`src/rtl/pipe_pkg.sv`:
```
// Shared definitions for the pipeline hazard controller: FSM state
// encoding, default register-index width and the control-word layout.
package pipe_pkg;

  localparam int REG_AW_DEF = 5;

  typedef enum logic [1:0] {
    RUN      = 2'd0,
    MEM_WAIT = 2'd1,
    ERR      = 2'd2
  } state_e;

  // One bit per pipeline control line driven by the sequencer.
  typedef struct packed {
    logic dmem_req;
    logic pc_write;
    logic ifid_write;
    logic idex_write;
    logic exmem_write;
    logic ifid_flush;
    logic idex_bubble;
    logic memwb_bubble;
  } ctrl_t;

  // Everything off: used under reset and in the error state.
  localparam ctrl_t CTRL_NOP = '0;

  // Free-running pipe: every register advances, nothing is squashed.
  localparam ctrl_t CTRL_RUN = '{
    dmem_req:     1'b0,
    pc_write:     1'b1,
    ifid_write:   1'b1,
    idex_write:   1'b1,
    exmem_write:  1'b1,
    ifid_flush:   1'b0,
    idex_bubble:  1'b0,
    memwb_bubble: 1'b0
  };

endpackage

```
`src/rtl/pipe_hazard_ctrl_if.sv`:
```
// Bundle of hazard-detection inputs and pipeline-register controls between
// the datapath (master) and the hazard sequencer (slave).
interface pipe_hazard_ctrl_if #(
  parameter int REG_AW = pipe_pkg::REG_AW_DEF
);

  logic              idex_memread_i;
  logic [REG_AW-1:0] idex_rd_i;
  logic [REG_AW-1:0] ifid_rs_i;
  logic [REG_AW-1:0] ifid_rt_i;
  logic              ifid_uses_rt_i;
  logic              branch_taken_i;
  logic              exmem_memaccess_i;
  logic              dmem_ready_i;

  logic              dmem_req_o;
  logic              pc_write_o;
  logic              ifid_write_o;
  logic              idex_write_o;
  logic              exmem_write_o;
  logic              ifid_flush_o;
  logic              idex_bubble_o;
  logic              memwb_bubble_o;
  logic              err_o;

  modport master (
    output idex_memread_i, idex_rd_i, ifid_rs_i, ifid_rt_i, ifid_uses_rt_i,
           branch_taken_i, exmem_memaccess_i, dmem_ready_i,
    input  dmem_req_o, pc_write_o, ifid_write_o, idex_write_o, exmem_write_o,
           ifid_flush_o, idex_bubble_o, memwb_bubble_o, err_o
  );

  modport slave (
    input  idex_memread_i, idex_rd_i, ifid_rs_i, ifid_rt_i, ifid_uses_rt_i,
           branch_taken_i, exmem_memaccess_i, dmem_ready_i,
    output dmem_req_o, pc_write_o, ifid_write_o, idex_write_o, exmem_write_o,
           ifid_flush_o, idex_bubble_o, memwb_bubble_o, err_o
  );

endinterface

```
`src/rtl/pipe_hazard_ctrl_hazard_detect.sv`:
```
// Load-use hazard compare: the load in EX writes a register that the
// instruction in ID is about to read. Register 0 is hard-wired and never
// produces a dependency.
module hazard_detect #(
  parameter int REG_AW = pipe_pkg::REG_AW_DEF
) (
  input  logic              idex_memread_i,
  input  logic [REG_AW-1:0] idex_rd_i,
  input  logic [REG_AW-1:0] ifid_rs_i,
  input  logic [REG_AW-1:0] ifid_rt_i,
  input  logic              ifid_uses_rt_i,
  output logic              load_use_o
);

  logic rd_live;
  logic rs_hit;
  logic rt_hit;

  assign rd_live    = idex_memread_i && (idex_rd_i != '0);
  assign rs_hit     = (idex_rd_i == ifid_rs_i);
  assign rt_hit     = ifid_uses_rt_i && (idex_rd_i == ifid_rt_i);
  assign load_use_o = rd_live && (rs_hit || rt_hit);

endmodule

```
`src/rtl/pipe_hazard_ctrl.sv`:
```
// Central stall/flush sequencer for the 5-stage pipeline. Freezes the pipe
// around multi-cycle data-memory accesses, inserts load-use bubbles,
// flushes IF/ID on taken branches and latches a sticky error when a memory
// access never completes.
// Optional build macro PIPE_HAZARD_CTRL_PERF_EN adds stall/flush counters.
module pipe_hazard_ctrl
  import pipe_pkg::*;
#(
  parameter int REG_AW     = REG_AW_DEF,
  parameter int WAIT_LIMIT = 15,
  parameter int CNT_W      = 8
) (
  input  logic                clk_i,
  input  logic                rst_i,
  pipe_hazard_ctrl_if.slave   bus
`ifdef PIPE_HAZARD_CTRL_PERF_EN
  ,
  output logic [31:0]         stall_cnt_o,
  output logic [31:0]         flush_cnt_o
`endif
);

  state_e           state_q;
  logic [CNT_W-1:0] wcnt_q;
  logic             err_q;

  logic  live;
  logic  mem_stall;
  logic  load_use;
  ctrl_t ctrl;

  // A request that is not acknowledged this cycle holds the whole pipe.
  assign mem_stall = bus.exmem_memaccess_i && !bus.dmem_ready_i;

  // RUN and MEM_WAIT drive the pipe; ERR and unused encodings shut it down.
  assign live = (state_q == RUN) || (state_q == MEM_WAIT);

  hazard_detect #(.REG_AW(REG_AW)) u_hazard_detect (
    .idex_memread_i (bus.idex_memread_i),
    .idex_rd_i      (bus.idex_rd_i),
    .ifid_rs_i      (bus.ifid_rs_i),
    .ifid_rt_i      (bus.ifid_rt_i),
    .ifid_uses_rt_i (bus.ifid_uses_rt_i),
    .load_use_o     (load_use)
  );

  // Resolve this cycle's controls: reset, error, memory stall, load-use, branch.
  always_comb begin
    // NOTE: start from a full default so no path leaves a bit unassigned,
    // which would otherwise infer a latch.
    ctrl          = CTRL_RUN;
    ctrl.dmem_req = bus.exmem_memaccess_i;
    if (rst_i || !live) begin
      ctrl = CTRL_NOP;
    end else if (mem_stall) begin
      ctrl.pc_write     = 1'b0;
      ctrl.ifid_write   = 1'b0;
      ctrl.idex_write   = 1'b0;
      ctrl.exmem_write  = 1'b0;
      ctrl.memwb_bubble = 1'b1;
    end else if (load_use) begin
      // A branch seen alongside the hazard re-resolves once ID is replayed.
      ctrl.pc_write    = 1'b0;
      ctrl.ifid_write  = 1'b0;
      ctrl.idex_bubble = 1'b1;
    end else if (bus.branch_taken_i) begin
      ctrl.ifid_flush = 1'b1;
    end
  end

  assign bus.dmem_req_o     = ctrl.dmem_req;
  assign bus.pc_write_o     = ctrl.pc_write;
  assign bus.ifid_write_o   = ctrl.ifid_write;
  assign bus.idex_write_o   = ctrl.idex_write;
  assign bus.exmem_write_o  = ctrl.exmem_write;
  assign bus.ifid_flush_o   = ctrl.ifid_flush;
  assign bus.idex_bubble_o  = ctrl.idex_bubble;
  assign bus.memwb_bubble_o = ctrl.memwb_bubble;
  assign bus.err_o          = err_q;

  // Memory-wait FSM with watchdog; ERR is left only through reset.
  always_ff @(posedge clk_i) begin
    // NOTE: sequential state uses non-blocking assignments so every register
    // samples pre-edge values regardless of statement order; the reset is
    // synchronous, so it is tested inside the clocked block only.
    if (rst_i) begin
      state_q <= RUN;
      wcnt_q  <= '0;
      err_q   <= 1'b0;
    end else begin
      unique case (state_q)
        RUN: begin
          if (mem_stall) begin
            state_q <= MEM_WAIT;
            wcnt_q  <= CNT_W'(1);
          end
        end
        MEM_WAIT: begin
          if (!mem_stall) begin
            state_q <= RUN;
            wcnt_q  <= '0;
          end else if (wcnt_q == CNT_W'(WAIT_LIMIT)) begin
            state_q <= ERR;
            err_q   <= 1'b1;
          end else begin
            wcnt_q <= wcnt_q + CNT_W'(1);
          end
        end
        default: begin
          state_q <= ERR;
          err_q   <= 1'b1;
        end
      endcase
    end
  end

`ifdef PIPE_HAZARD_CTRL_PERF_EN
  logic [31:0] stall_cnt_q;
  logic [31:0] flush_cnt_q;

  // Profile counters: frozen-PC cycles outside ERR, and IF/ID flushes.
  always_ff @(posedge clk_i) begin
    if (rst_i) begin
      stall_cnt_q <= '0;
      flush_cnt_q <= '0;
    end else begin
      if (live && !ctrl.pc_write) stall_cnt_q <= stall_cnt_q + 32'd1;
      if (ctrl.ifid_flush)        flush_cnt_q <= flush_cnt_q + 32'd1;
    end
  end

  assign stall_cnt_o = stall_cnt_q;
  assign flush_cnt_o = flush_cnt_q;
`endif

endmodule
```
`src/flat_wrapper.sv`:
```
// flat-port wrapper written by rule: the top's interface ports become plain ports
module pipe_hazard_ctrl_flat import pipe_pkg::*;
#(
  parameter int REG_AW     = REG_AW_DEF,
  parameter int WAIT_LIMIT = 15,
  parameter int CNT_W      = 8
)
  (clk_i, rst_i, bus_idex_memread_i, bus_idex_rd_i, bus_ifid_rs_i, bus_ifid_rt_i, bus_ifid_uses_rt_i, bus_branch_taken_i, bus_exmem_memaccess_i, bus_dmem_ready_i, bus_dmem_req_o, bus_pc_write_o, bus_ifid_write_o, bus_idex_write_o, bus_exmem_write_o, bus_ifid_flush_o, bus_idex_bubble_o, bus_memwb_bubble_o, bus_err_o);
  pipe_hazard_ctrl_if #(.REG_AW(REG_AW)) bus_i ();
  input  logic clk_i;
  input  logic rst_i;
  input wire logic [$bits(bus_i.idex_memread_i)-1:0] bus_idex_memread_i;
  input wire logic [$bits(bus_i.idex_rd_i)-1:0] bus_idex_rd_i;
  input wire logic [$bits(bus_i.ifid_rs_i)-1:0] bus_ifid_rs_i;
  input wire logic [$bits(bus_i.ifid_rt_i)-1:0] bus_ifid_rt_i;
  input wire logic [$bits(bus_i.ifid_uses_rt_i)-1:0] bus_ifid_uses_rt_i;
  input wire logic [$bits(bus_i.branch_taken_i)-1:0] bus_branch_taken_i;
  input wire logic [$bits(bus_i.exmem_memaccess_i)-1:0] bus_exmem_memaccess_i;
  input wire logic [$bits(bus_i.dmem_ready_i)-1:0] bus_dmem_ready_i;
  output wire logic [$bits(bus_i.dmem_req_o)-1:0] bus_dmem_req_o;
  output wire logic [$bits(bus_i.pc_write_o)-1:0] bus_pc_write_o;
  output wire logic [$bits(bus_i.ifid_write_o)-1:0] bus_ifid_write_o;
  output wire logic [$bits(bus_i.idex_write_o)-1:0] bus_idex_write_o;
  output wire logic [$bits(bus_i.exmem_write_o)-1:0] bus_exmem_write_o;
  output wire logic [$bits(bus_i.ifid_flush_o)-1:0] bus_ifid_flush_o;
  output wire logic [$bits(bus_i.idex_bubble_o)-1:0] bus_idex_bubble_o;
  output wire logic [$bits(bus_i.memwb_bubble_o)-1:0] bus_memwb_bubble_o;
  output wire logic [$bits(bus_i.err_o)-1:0] bus_err_o;
  assign bus_i.idex_memread_i = bus_idex_memread_i;
  assign bus_i.idex_rd_i = bus_idex_rd_i;
  assign bus_i.ifid_rs_i = bus_ifid_rs_i;
  assign bus_i.ifid_rt_i = bus_ifid_rt_i;
  assign bus_i.ifid_uses_rt_i = bus_ifid_uses_rt_i;
  assign bus_i.branch_taken_i = bus_branch_taken_i;
  assign bus_i.exmem_memaccess_i = bus_exmem_memaccess_i;
  assign bus_i.dmem_ready_i = bus_dmem_ready_i;
  assign bus_dmem_req_o = bus_i.dmem_req_o;
  assign bus_pc_write_o = bus_i.pc_write_o;
  assign bus_ifid_write_o = bus_i.ifid_write_o;
  assign bus_idex_write_o = bus_i.idex_write_o;
  assign bus_exmem_write_o = bus_i.exmem_write_o;
  assign bus_ifid_flush_o = bus_i.ifid_flush_o;
  assign bus_idex_bubble_o = bus_i.idex_bubble_o;
  assign bus_memwb_bubble_o = bus_i.memwb_bubble_o;
  assign bus_err_o = bus_i.err_o;
  pipe_hazard_ctrl #(.REG_AW(REG_AW), .WAIT_LIMIT(WAIT_LIMIT), .CNT_W(CNT_W)) u_core (.clk_i(clk_i), .rst_i(rst_i), .bus(bus_i));
endmodule
```
`config.mk`:
```
export PLATFORM = sky130hd
export DESIGN_NAME = pipe_hazard_ctrl_flat
export DESIGN_NICKNAME = d
export VERILOG_FILES = /design/src/rtl/pipe_pkg.sv /design/src/rtl/pipe_hazard_ctrl_if.sv /design/src/rtl/pipe_hazard_ctrl_hazard_detect.sv /design/src/rtl/pipe_hazard_ctrl.sv /design/src/flat_wrapper.sv
export SDC_FILE = /design/constraint.sdc
export NUM_CORES = 1
export LEC_CHECK = 0
export ABC_CLOCK_PERIOD_IN_PS = 3800
export BUFFER_PORTS_ARGS = -buffer_cell sky130_fd_sc_hd__buf_2
export CAP_MARGIN = 20
export CORE_MARGIN = 2
export CORE_UTILIZATION = 50
export CTS_CLUSTER_DIAMETER = 60
export CTS_CLUSTER_SIZE = 20
export DETAILED_ROUTE_END_ITERATION = 16
export PLACE_DENSITY = 0.82
export SYNTH_ARGS = -nofsm -noshare
export SYNTH_HDL_FRONTEND = slang
export SYNTH_SLANG_ARGS = --single-unit
```
`constraint.sdc`:
```
create_clock -name clk_i -period 3.8 [get_ports clk_i]
set_input_delay 0.76 -clock clk_i [delete_from_list [all_inputs] [get_ports clk_i]]
set_output_delay 0.76 -clock clk_i [all_outputs]
set_load 0.05 [all_outputs]
```
==> results of run 1 <==
-- metal layers --
| layer | up-vias | share of wire, % |
|---|---|---|
| met1 | 325 | 43 |
| met5 | - | 0 |
| met4 | 0 | 3.3 |
| li1 | 388 | - |
| met3 | 7 | 6.5 |
| met2 | 26 | 47 |
-- worst paths after layout --
kind	from	to	slack [ps]	cells past startpoint
min reg2reg	u_core.bus.err_o	u_core.bus.err_o	480	2
max	bus_idex_rd_i[0]	bus_pc_write_o	980	5
min	u_core.bus.err_o	u_core.bus.err_o	480	2
max reg2reg	u_core.wcnt_q[4]	u_core.wcnt_q[3]	1880	4
-- final cells by class --
class | instances | area (um2)
Clock buffer | 4 | 26.28
Fill cell | 129 | 533.0
Inverter | 3 | 11.26
Multi-Input combinational cell | 69 | 510.5
Sequential cell | 11 | 220.2
Tap cell | 16 | 20.02
Timing Repair Buffer | 30 | 150.1
-- registers in the layout, indices dropped and copies added, names as in the netlist --
register and cells:
u_core.wcnt_q 8, u_core.state_q 2, u_core.bus.err_o 1
-- power breakdown --
group,internal [mW],switching [mW]
Combinational,0.0241,0.0415
Clock,0.0407,0.0404
Sequential,0.116,0.00145
-- worst min-delay path, cell delays in order, from the launching register on --
cell,delay (ps)
dfxtp_1,330
nor3_1,50
nor2_1,70
-- through the flow --
stage	cell area, um2	hold slack (ps)
after detailed placement	912.1	468.0
after floorplan	779.5	478.0
after CTS	938.4	484.6
after global routing	938.4	525.1
after global placement	912.1	460.3
final	938.4	480.0
-- kinds of logic after synthesis --
| group | Yosys count | synth area share, % |
|---|---|---|
| simple gates | 33 | 26.50 |
| fa+ha+maj | 1 | 1.615 |
| flops | 11 | 28.43 |
| xor+xnor | 12 | 13.57 |
| buf+inv | 9 | 6.300 |
| compound gates | 23 | 23.59 |
-- cells in the final DEF, fill, tap and decap left out, drive strengths merged, types with 6 or more instances in the layout --
cell	instances
buf	30
xnor2	12
dfxtp	11
nand2	6
or4	6
==> impl_metrics.env, run 1 <==
export IMPL_period_minus_slack_ps=2819
export IMPL_overflow=0
export IMPL_h_tree_depth=1
export IMPL_worstSkewPairLatency_ps=280
export IMPL_nets=141
export IMPL_p_total_mw=0.2645
export IMPL_clk_root_buffer_cell="clkbuf_4"
export IMPL_grtUsageTotal_pct=20.84
export IMPL_syn_avg_cell_area_um2=8.702
export IMPL_synthCells=89
export IMPL_slowest_stage="or4_1"
export IMPL_met1_usage_pct=22.80
export IMPL_slew_viol_final=0
export IMPL_grt_setup_unrepaired="false"
export IMPL_path_delay_family="simple AND/OR/NAND/NOR gates"
export IMPL_diodes=0
export IMPL_power_density_nw_per_um2=281.8
export IMPL_hpwlAfterDp_mm=1.381
export IMPL_cap_violations=0
export IMPL_wl_per_cell_um=13.09
export IMPL_critPathMaxStageDelay_ps=540
export IMPL_critPathLaunchType="primary input"
export IMPL_slew_headroom_pct=53.80
export IMPL_drc=0
export IMPL_synth_ff_type="dfxtp_1"
export IMPL_fp_dieArea_um2=1880
export IMPL_period_share_pct=74.19
export IMPL_drtPass1Iterations=4
export IMPL_leakagePower_nw=0.3471
export IMPL_drive_gt1_share_pct=34.19
export IMPL_antenna_left=0
export IMPL_irDropWorstVdd_mv=0.1963
export IMPL_grt_pass1_vias=711
export IMPL_tns_ps=0
export IMPL_synth_seq_cells=11
export IMPL_synth_most_common_cell="xnor2_1"
export IMPL_grt_max_degree=15
export IMPL_wl_mm=1.741
export IMPL_cpMostUsedCell="buf_2"
export IMPL_grt_busiest_layer="met2"
export IMPL_dp_slack_ps=987.6
export IMPL_ys_top_cells_by_count="xnor2_1, dfxtp_1, nand2_1"
export IMPL_viasPerCell=5.609
export IMPL_netlist_area_um2=774.5
export IMPL_setup_ws_ps=980.8
export IMPL_synth_edff_count=0
export IMPL_hold_violations=0
export IMPL_synth_cell_types=34
export IMPL_start_util_pct=52.64
export IMPL_cp_max_fo=3
export IMPL_crit_buf_inv=2
export IMPL_cts_hold_buf=0
export IMPL_drtIter0Drc=2
export IMPL_io_buffers=30
export IMPL_fin_cells=133
export IMPL_cts_resized=0
export IMPL_cts_sinks=11
export IMPL_cts_tree="done"
export IMPL_ys_warn_count=0
export IMPL_die_height_um=43.36
export IMPL_cp_required_ps=3040
export IMPL_numCtsBuffers=3
export IMPL_syn2layout_area_growth_pct=21.16
export IMPL_post_cts_setup_buffers=0
export IMPL_final_core_util_pct=63.78
export IMPL_fin_skew_ps=9.892
export IMPL_clock_fmax_mhz=354.7
export IMPL_synth_top_area_share_pct=28.43
export IMPL_ios=31
export IMPL_dp_cells=129
export IMPL_hp_class="register to register"
export IMPL_num_rows=14
export IMPL_grt_pass1_wl_mm=2.918
export IMPL_clockBufferDepth=2
export IMPL_path_clk_slew_ps=60
export IMPL_worst_pin_slew_ps=688.3
export IMPL_synth_area_leaders="dfxtp_1, xnor2_1, a211oi_2"
export IMPL_ys_seq_area_share_pct=28.43
export IMPL_worstPathArrival_ps=2060
export IMPL_synth_net_count=112
export IMPL_critPathCaptureType="output port"
export IMPL_met2_usage_pct=34.63
export IMPL_die_w_um=43.36
export IMPL_vias=746
export IMPL_grt_use_met3_pct=6.667
export IMPL_cp_cell_sequence="buf_2 > or4_1 > o21a_1 > a21boi_1 > buf_2"
export IMPL_place_gp_congestion=0.7800
export IMPL_ys_async_sr_fraction_pct=0
export IMPL_critPathKind="primary input to output port"
export IMPL_status="finished, final reports clean"
export IMPL_finalSetupViolations=0
export IMPL_yosys_area_top_type="dfxtp_1"
export IMPL_core_um2=1471
export IMPL_antenna_found_initial=0
Power figures use the tool's default switching activity.
==> run 2: changes to the inputs <==
ABC_CLOCK_PERIOD_IN_PS = 2900   (was 3800)
CORE_UTILIZATION = 46   (was 50)
PLACE_DENSITY = 0.76   (was 0.82)
clock period = 2.9 ns   (was 3.8 ns; I/O delays follow)
==> run 2 against run 1 <==
  * Via count grew 4.0%
  * Count of clock-buffer cells in the layout is the same
  * Largest power group unchanged
  * Power grew 32%
  * Final area grew 1.1%
  * Routed wire length grew 1.0%
  * Final cell count is the same
  * Sequential power grew 31%
  * Critical path depth is the same
  * Clock power grew 31%
  * Critical endpoint unchanged
  * Die area grew 7.9%
==> impl_metrics.env, run 2 (synthesis results as in run 1) <==
export IMPL_slew_viol_final=0
export IMPL_antenna_left=0
export IMPL_worstPathArrival_ps=1850
export IMPL_overflow=0
export IMPL_grt_setup_unrepaired="false"
export IMPL_slew_headroom_pct=54.00
export IMPL_cts_hold_buf=0
export IMPL_fin_skew_ps=7.384
export IMPL_nets=141
export IMPL_r2r_end="u_core.wcnt_q[5]"
export IMPL_final_cell_mix="buf_2, xnor2_1, dfxtp_1, nand2_1, or4_1"
export IMPL_die_height_um=45.03
export IMPL_clock_fmax_mhz=411.2
export IMPL_p_total_mw=0.3486
export IMPL_multiInputGateArea_um2=520.5
export IMPL_cp_max_fo=3
export IMPL_placed_area_um2=922.1
export IMPL_mostFrequentLayoutCell="buf_2"
export IMPL_vias=776
export IMPL_io_buffers=30
export IMPL_r2r_slack_ps=970
export IMPL_hp_class="register to register"
export IMPL_period_minus_slack_ps=2432
export IMPL_finalSetupViolations=0
export IMPL_leakagePower_nw=0.3485
export IMPL_viasPerCell=5.835
export IMPL_critPathKind="primary input to output port"
export IMPL_period_share_pct=83.86
export IMPL_ios=31
export IMPL_seqCellArea_um2=220.2
export IMPL_cp_required_ps=2320
export IMPL_status="finished, final reports clean"
export IMPL_path_clk_slew_ps=70
export IMPL_largest_reg_flops=8
export IMPL_grt_pass1_vias=775
export IMPL_dp_slack_ps=470.2
export IMPL_diodes=0
export IMPL_rr_startpoint="u_core.wcnt_q[4]"
export IMPL_hpwlAfterDp_mm=1.432
export IMPL_hold_violations=0
export IMPL_grt_pass1_wl_mm=3.022
export IMPL_drive_gt1_share_pct=35.04
export IMPL_place_gp_congestion=0.7740
export IMPL_min_path_cells=2
export IMPL_ff2ff_path_depth=4
export IMPL_drtIter0Drc=11
export IMPL_fin_area_um2=948.4
export IMPL_nFillCells=133
export IMPL_cap_violations=0
export IMPL_critPathCaptureType="output port"
export IMPL_h_tree_depth=1
export IMPL_fp_dieArea_um2=2028
export IMPL_drc=0
export IMPL_cts_sinks=11
export IMPL_critPathLaunchType="primary input"
export IMPL_antenna_found_initial=0
export IMPL_clk_root_buffer_cell="clkbuf_4"
export IMPL_drtPass1Iterations=4
export IMPL_wl_per_cell_um=13.23
export IMPL_grt_max_degree=15
export IMPL_wl_mm=1.759
export IMPL_setup_ws_ps=468.2
export IMPL_hold_end="u_core.wcnt_q[3]"
export IMPL_post_cts_setup_buffers=0
export IMPL_worst_pin_slew_ps=685.4
export IMPL_syn2layout_area_growth_pct=22.46
export IMPL_start_util_pct=50.24
export IMPL_die_w_um=45.03
export IMPL_power_density_nw_per_um2=367.5
export IMPL_cts_tree="done"
export IMPL_core_um2=1541
export IMPL_grtUsageTotal_pct=19.90
export IMPL_num_rows=14
export IMPL_tns_ps=0
export IMPL_min_from="u_core.wcnt_q[3]"
export IMPL_numCtsBuffers=3
export IMPL_cts_resized=0
export IMPL_worstSkewPairLatency_ps=270
export IMPL_irDropWorstVdd_mv=0.2833
export IMPL_registers_top_by_ff_count="u_core.wcnt_q"
export IMPL_setup_worst_path_start="bus_idex_rd_i[0]"
export IMPL_clockBufferDepth=2
## run 2: cell counts in the layout (fill, tap and decap cells not counted)
Identical to the previous run, type by type.
## run 2: cell type report
class | count | share of cell area (%)
multi-input combinational | 69 | 54.88
sequential | 11 | 23.22
timing repair buffer | 30 | 15.83
clock buffer | 4 | 2.770
tap | 16 | 2.111
inverter | 3 | 1.187
## run 2: worst max-delay path by stage
stage	end	slack [ps]	cells after the start
2_1_floorplan	bus_pc_write_o	110	4
3_3_place_gp	bus_ifid_write_o	500	5
3_5_place_dp	bus_pc_write_o	470	5
4_1_cts	bus_pc_write_o	460	5
5_1_grt	bus_pc_write_o	410	5
6_report	bus_pc_write_o	470	5
## run 2: where the power goes
part	total [mW]	leakage, nW	switching, mW	internal (mW)
combinational	0.0877	0.245	0.0554	0.0323
sequential	0.154	0.0889	0.00192	0.152
clock	0.106	0.0150	0.0532	0.0533
total	0.349	0.348	0.111	0.238
## run 2: metal layers
| metal | global-route usage, % | vias up | routed length (um) |
|---|---|---|---|
| met5 | 0 | - | 0 |
| met4 | 7.059 | 0 | 15 |
| met3 | 2.400 | 3 | 78 |
| met2 | 39.71 | 21 | 949 |
| met1 | 20.70 | 358 | 714 |
| li1 | - | 394 | - |
## run 2: stage by stage
stage	util (%)	cells	hold WS (ps)
final	61.53	133	520.7
after floorplan	-	89	478.0
after CTS	61.53	133	516.3
after global placement	59.82	129	472.3
after global routing	61.53	133	548.9
after detailed placement	59.82	129	503.4
## run 2: critical path, stage by stage
cell and delay [ps]:
buf_2 130, or4_1 510, o21a_1 220, a21boi_2 140, buf_2 280
==> run 3: changes to the inputs <==
ABC_CLOCK_PERIOD_IN_PS = 2300   (was 2900)
clock period = 2.3 ns   (was 2.9 ns; I/O delays follow)
==> run 3 against run 2 <==
  * Power grew 26%
  * Core utilization grew 2.5 points
  * Clock skew shrank 1.6 ps
  * Via count shrank 1.8%
  * Critical path type unchanged
  * Final cell count grew 2.3%
  * Clock power grew 20%
  * Die area is the same
  * Setup slack lost 380 ps
  * Worst hold slack lost 34 ps
==> impl_metrics.env, run 3 (synthesis results as in run 1) <==
export IMPL_cts_tree="done"
export IMPL_period_minus_slack_ps=2213
export IMPL_num_rows=14
export IMPL_cp_required_ps=1840
export IMPL_grt_pass1_wl_mm=3.029
export IMPL_clk_root_buffer_cell="clkbuf_4"
export IMPL_fp_dieArea_um2=2028
export IMPL_worstSkewPairLatency_ps=260
export IMPL_vias=762
export IMPL_min_from="u_core.bus.err_o"
export IMPL_largest_reg_flops=8
export IMPL_drtPass1Iterations=4
export IMPL_overflow=0
export IMPL_tns_ps=0
export IMPL_drtIter0Drc=5
export IMPL_h_tree_depth=1
export IMPL_wl_mm=1.754
export IMPL_core_um2=1541
export IMPL_mostFrequentLayoutCell="buf_2"
export IMPL_slew_headroom_pct=65.48
export IMPL_rr_startpoint="u_core.wcnt_q[0]"
export IMPL_hold_violations=0
export IMPL_die_w_um=45.03
export IMPL_final_core_util_pct=64.04
export IMPL_syn2layout_area_growth_pct=27.46
export IMPL_r2r_slack_ps=390
export IMPL_numCtsBuffers=3
export IMPL_critPathCaptureType="output port"
export IMPL_clockBufferDepth=2
export IMPL_irDropWorstVdd_mv=0.3190
export IMPL_cp_max_fo=3
export IMPL_fin_cells=136
export IMPL_clock_fmax_mhz=452.0
export IMPL_finalSetupViolations=0
export IMPL_cts_resized=0
export IMPL_power_density_nw_per_um2=443.6
export IMPL_drc=0
export IMPL_final_cell_mix="buf_2, xnor2_1, dfxtp_1, nand2_1, or4_1"
export IMPL_status="finished, final reports clean"
export IMPL_io_buffers=30
export IMPL_antenna_left=0
export IMPL_leakagePower_nw=0.3701
export IMPL_dp_cells=132
export IMPL_die_height_um=45.03
export IMPL_multiInputGateArea_um2=536.8
export IMPL_cap_violations=0
export IMPL_place_gp_congestion=0.8287
export IMPL_ios=31
export IMPL_registers_top_by_ff_count="u_core.wcnt_q"
export IMPL_hold_end="u_core.bus.err_o"
export IMPL_diodes=0
export IMPL_slew_viol_final=0
export IMPL_critPathLaunchType="primary input"
export IMPL_antenna_found_initial=0
export IMPL_r2r_end="u_core.wcnt_q[3]"
export IMPL_grtUsageTotal_pct=19.78
export IMPL_path_clk_slew_ps=60
export IMPL_fin_skew_ps=5.785
export IMPL_ff2ff_path_depth=6
export IMPL_period_share_pct=96.20
export IMPL_grt_max_degree=15
export IMPL_worstPathArrival_ps=1750
export IMPL_drive_gt1_share_pct=38.33
export IMPL_nFillCells=140
export IMPL_start_util_pct=50.24
export IMPL_viasPerCell=5.603
export IMPL_grt_setup_unrepaired="false"
export IMPL_cts_sinks=11
export IMPL_grt_pass1_vias=727
export IMPL_worst_pin_slew_ps=514.4
export IMPL_seqCellArea_um2=220.2
export IMPL_nets=144
export IMPL_critPathKind="primary input to output port"
export IMPL_post_cts_setup_buffers=0
export IMPL_hpwlAfterDp_mm=1.368
export IMPL_hp_class="register to register"
export IMPL_cts_hold_buf=0
export IMPL_wl_per_cell_um=12.90
export IMPL_min_path_cells=2
export IMPL_p_total_mw=0.4379
-- run 3: cell types whose count changed in the layout (fill, tap and decap cells not counted), sizes merged --
cell and change:
buf +3
-- run 3: power breakdown --
| group | internal, mW | total, mW | switching (mW) |
|---|---|---|---|
| Combinational | 0.0449 | 0.116 | 0.0710 |
| Sequential | 0.192 | 0.195 | 0.00234 |
| Clock | 0.0669 | 0.127 | 0.0605 |
| Total | 0.304 | 0.438 | 0.134 |
-- run 3: worst max path at each step --
| stage | endpoint | slack [ps] | from | depth (start not counted) |
|---|---|---|---|---|
| global route | bus_ifid_write_o | 7 | bus_idex_rd_i[0] | 5 |
| global placement | bus_pc_write_o | 100 | bus_idex_rd_i[0] | 5 |
| detailed placement | bus_pc_write_o | 80 | bus_idex_rd_i[0] | 5 |
| floorplan | bus_pc_write_o | -90 | bus_dmem_ready_i | 4 |
| finish | bus_pc_write_o | 90 | bus_idex_rd_i[0] | 5 |
| CTS | bus_pc_write_o | 80 | bus_idex_rd_i[0] | 5 |
-- run 3: worst max-delay path, stage by stage --
cell	delay, ps
buf_2	130
or4_1	520
o21a_1	240
a21boi_4	140
buf_2	270
-- run 3: routing by layer --
metal  up-vias  GRT usage, %  wire [um]
li1        397             -          -
met1       344         24.57        732
met2        21         35.14        899
met3         0         4.400        122
met4         0         3.529          0
met5         -             0          0
-- run 3: metrics by stage --
| step | hold WS [ps] | setup slack [ps] | instance area [um2] |
|---|---|---|---|
| after floorplan | 478.0 | -90.40 | 805.8 |
| after global placement | 464.3 | 104.9 | 960.9 |
| after detailed placement | 471.4 | 80.39 | 960.9 |
| after CTS | 489.4 | 81.19 | 987.2 |
| after global routing | 546.7 | 6.733 | 987.2 |
| final | 486.3 | 87.45 | 987.2 |
-- run 3: cell type report --
type	instances	share of cell area, %
well taps	16	2.028
multi-input cells	69	54.37
flip-flops and latches	11	22.31
repair buffers	33	17.49
inverters	3	1.141
clock buffers	4	2.662
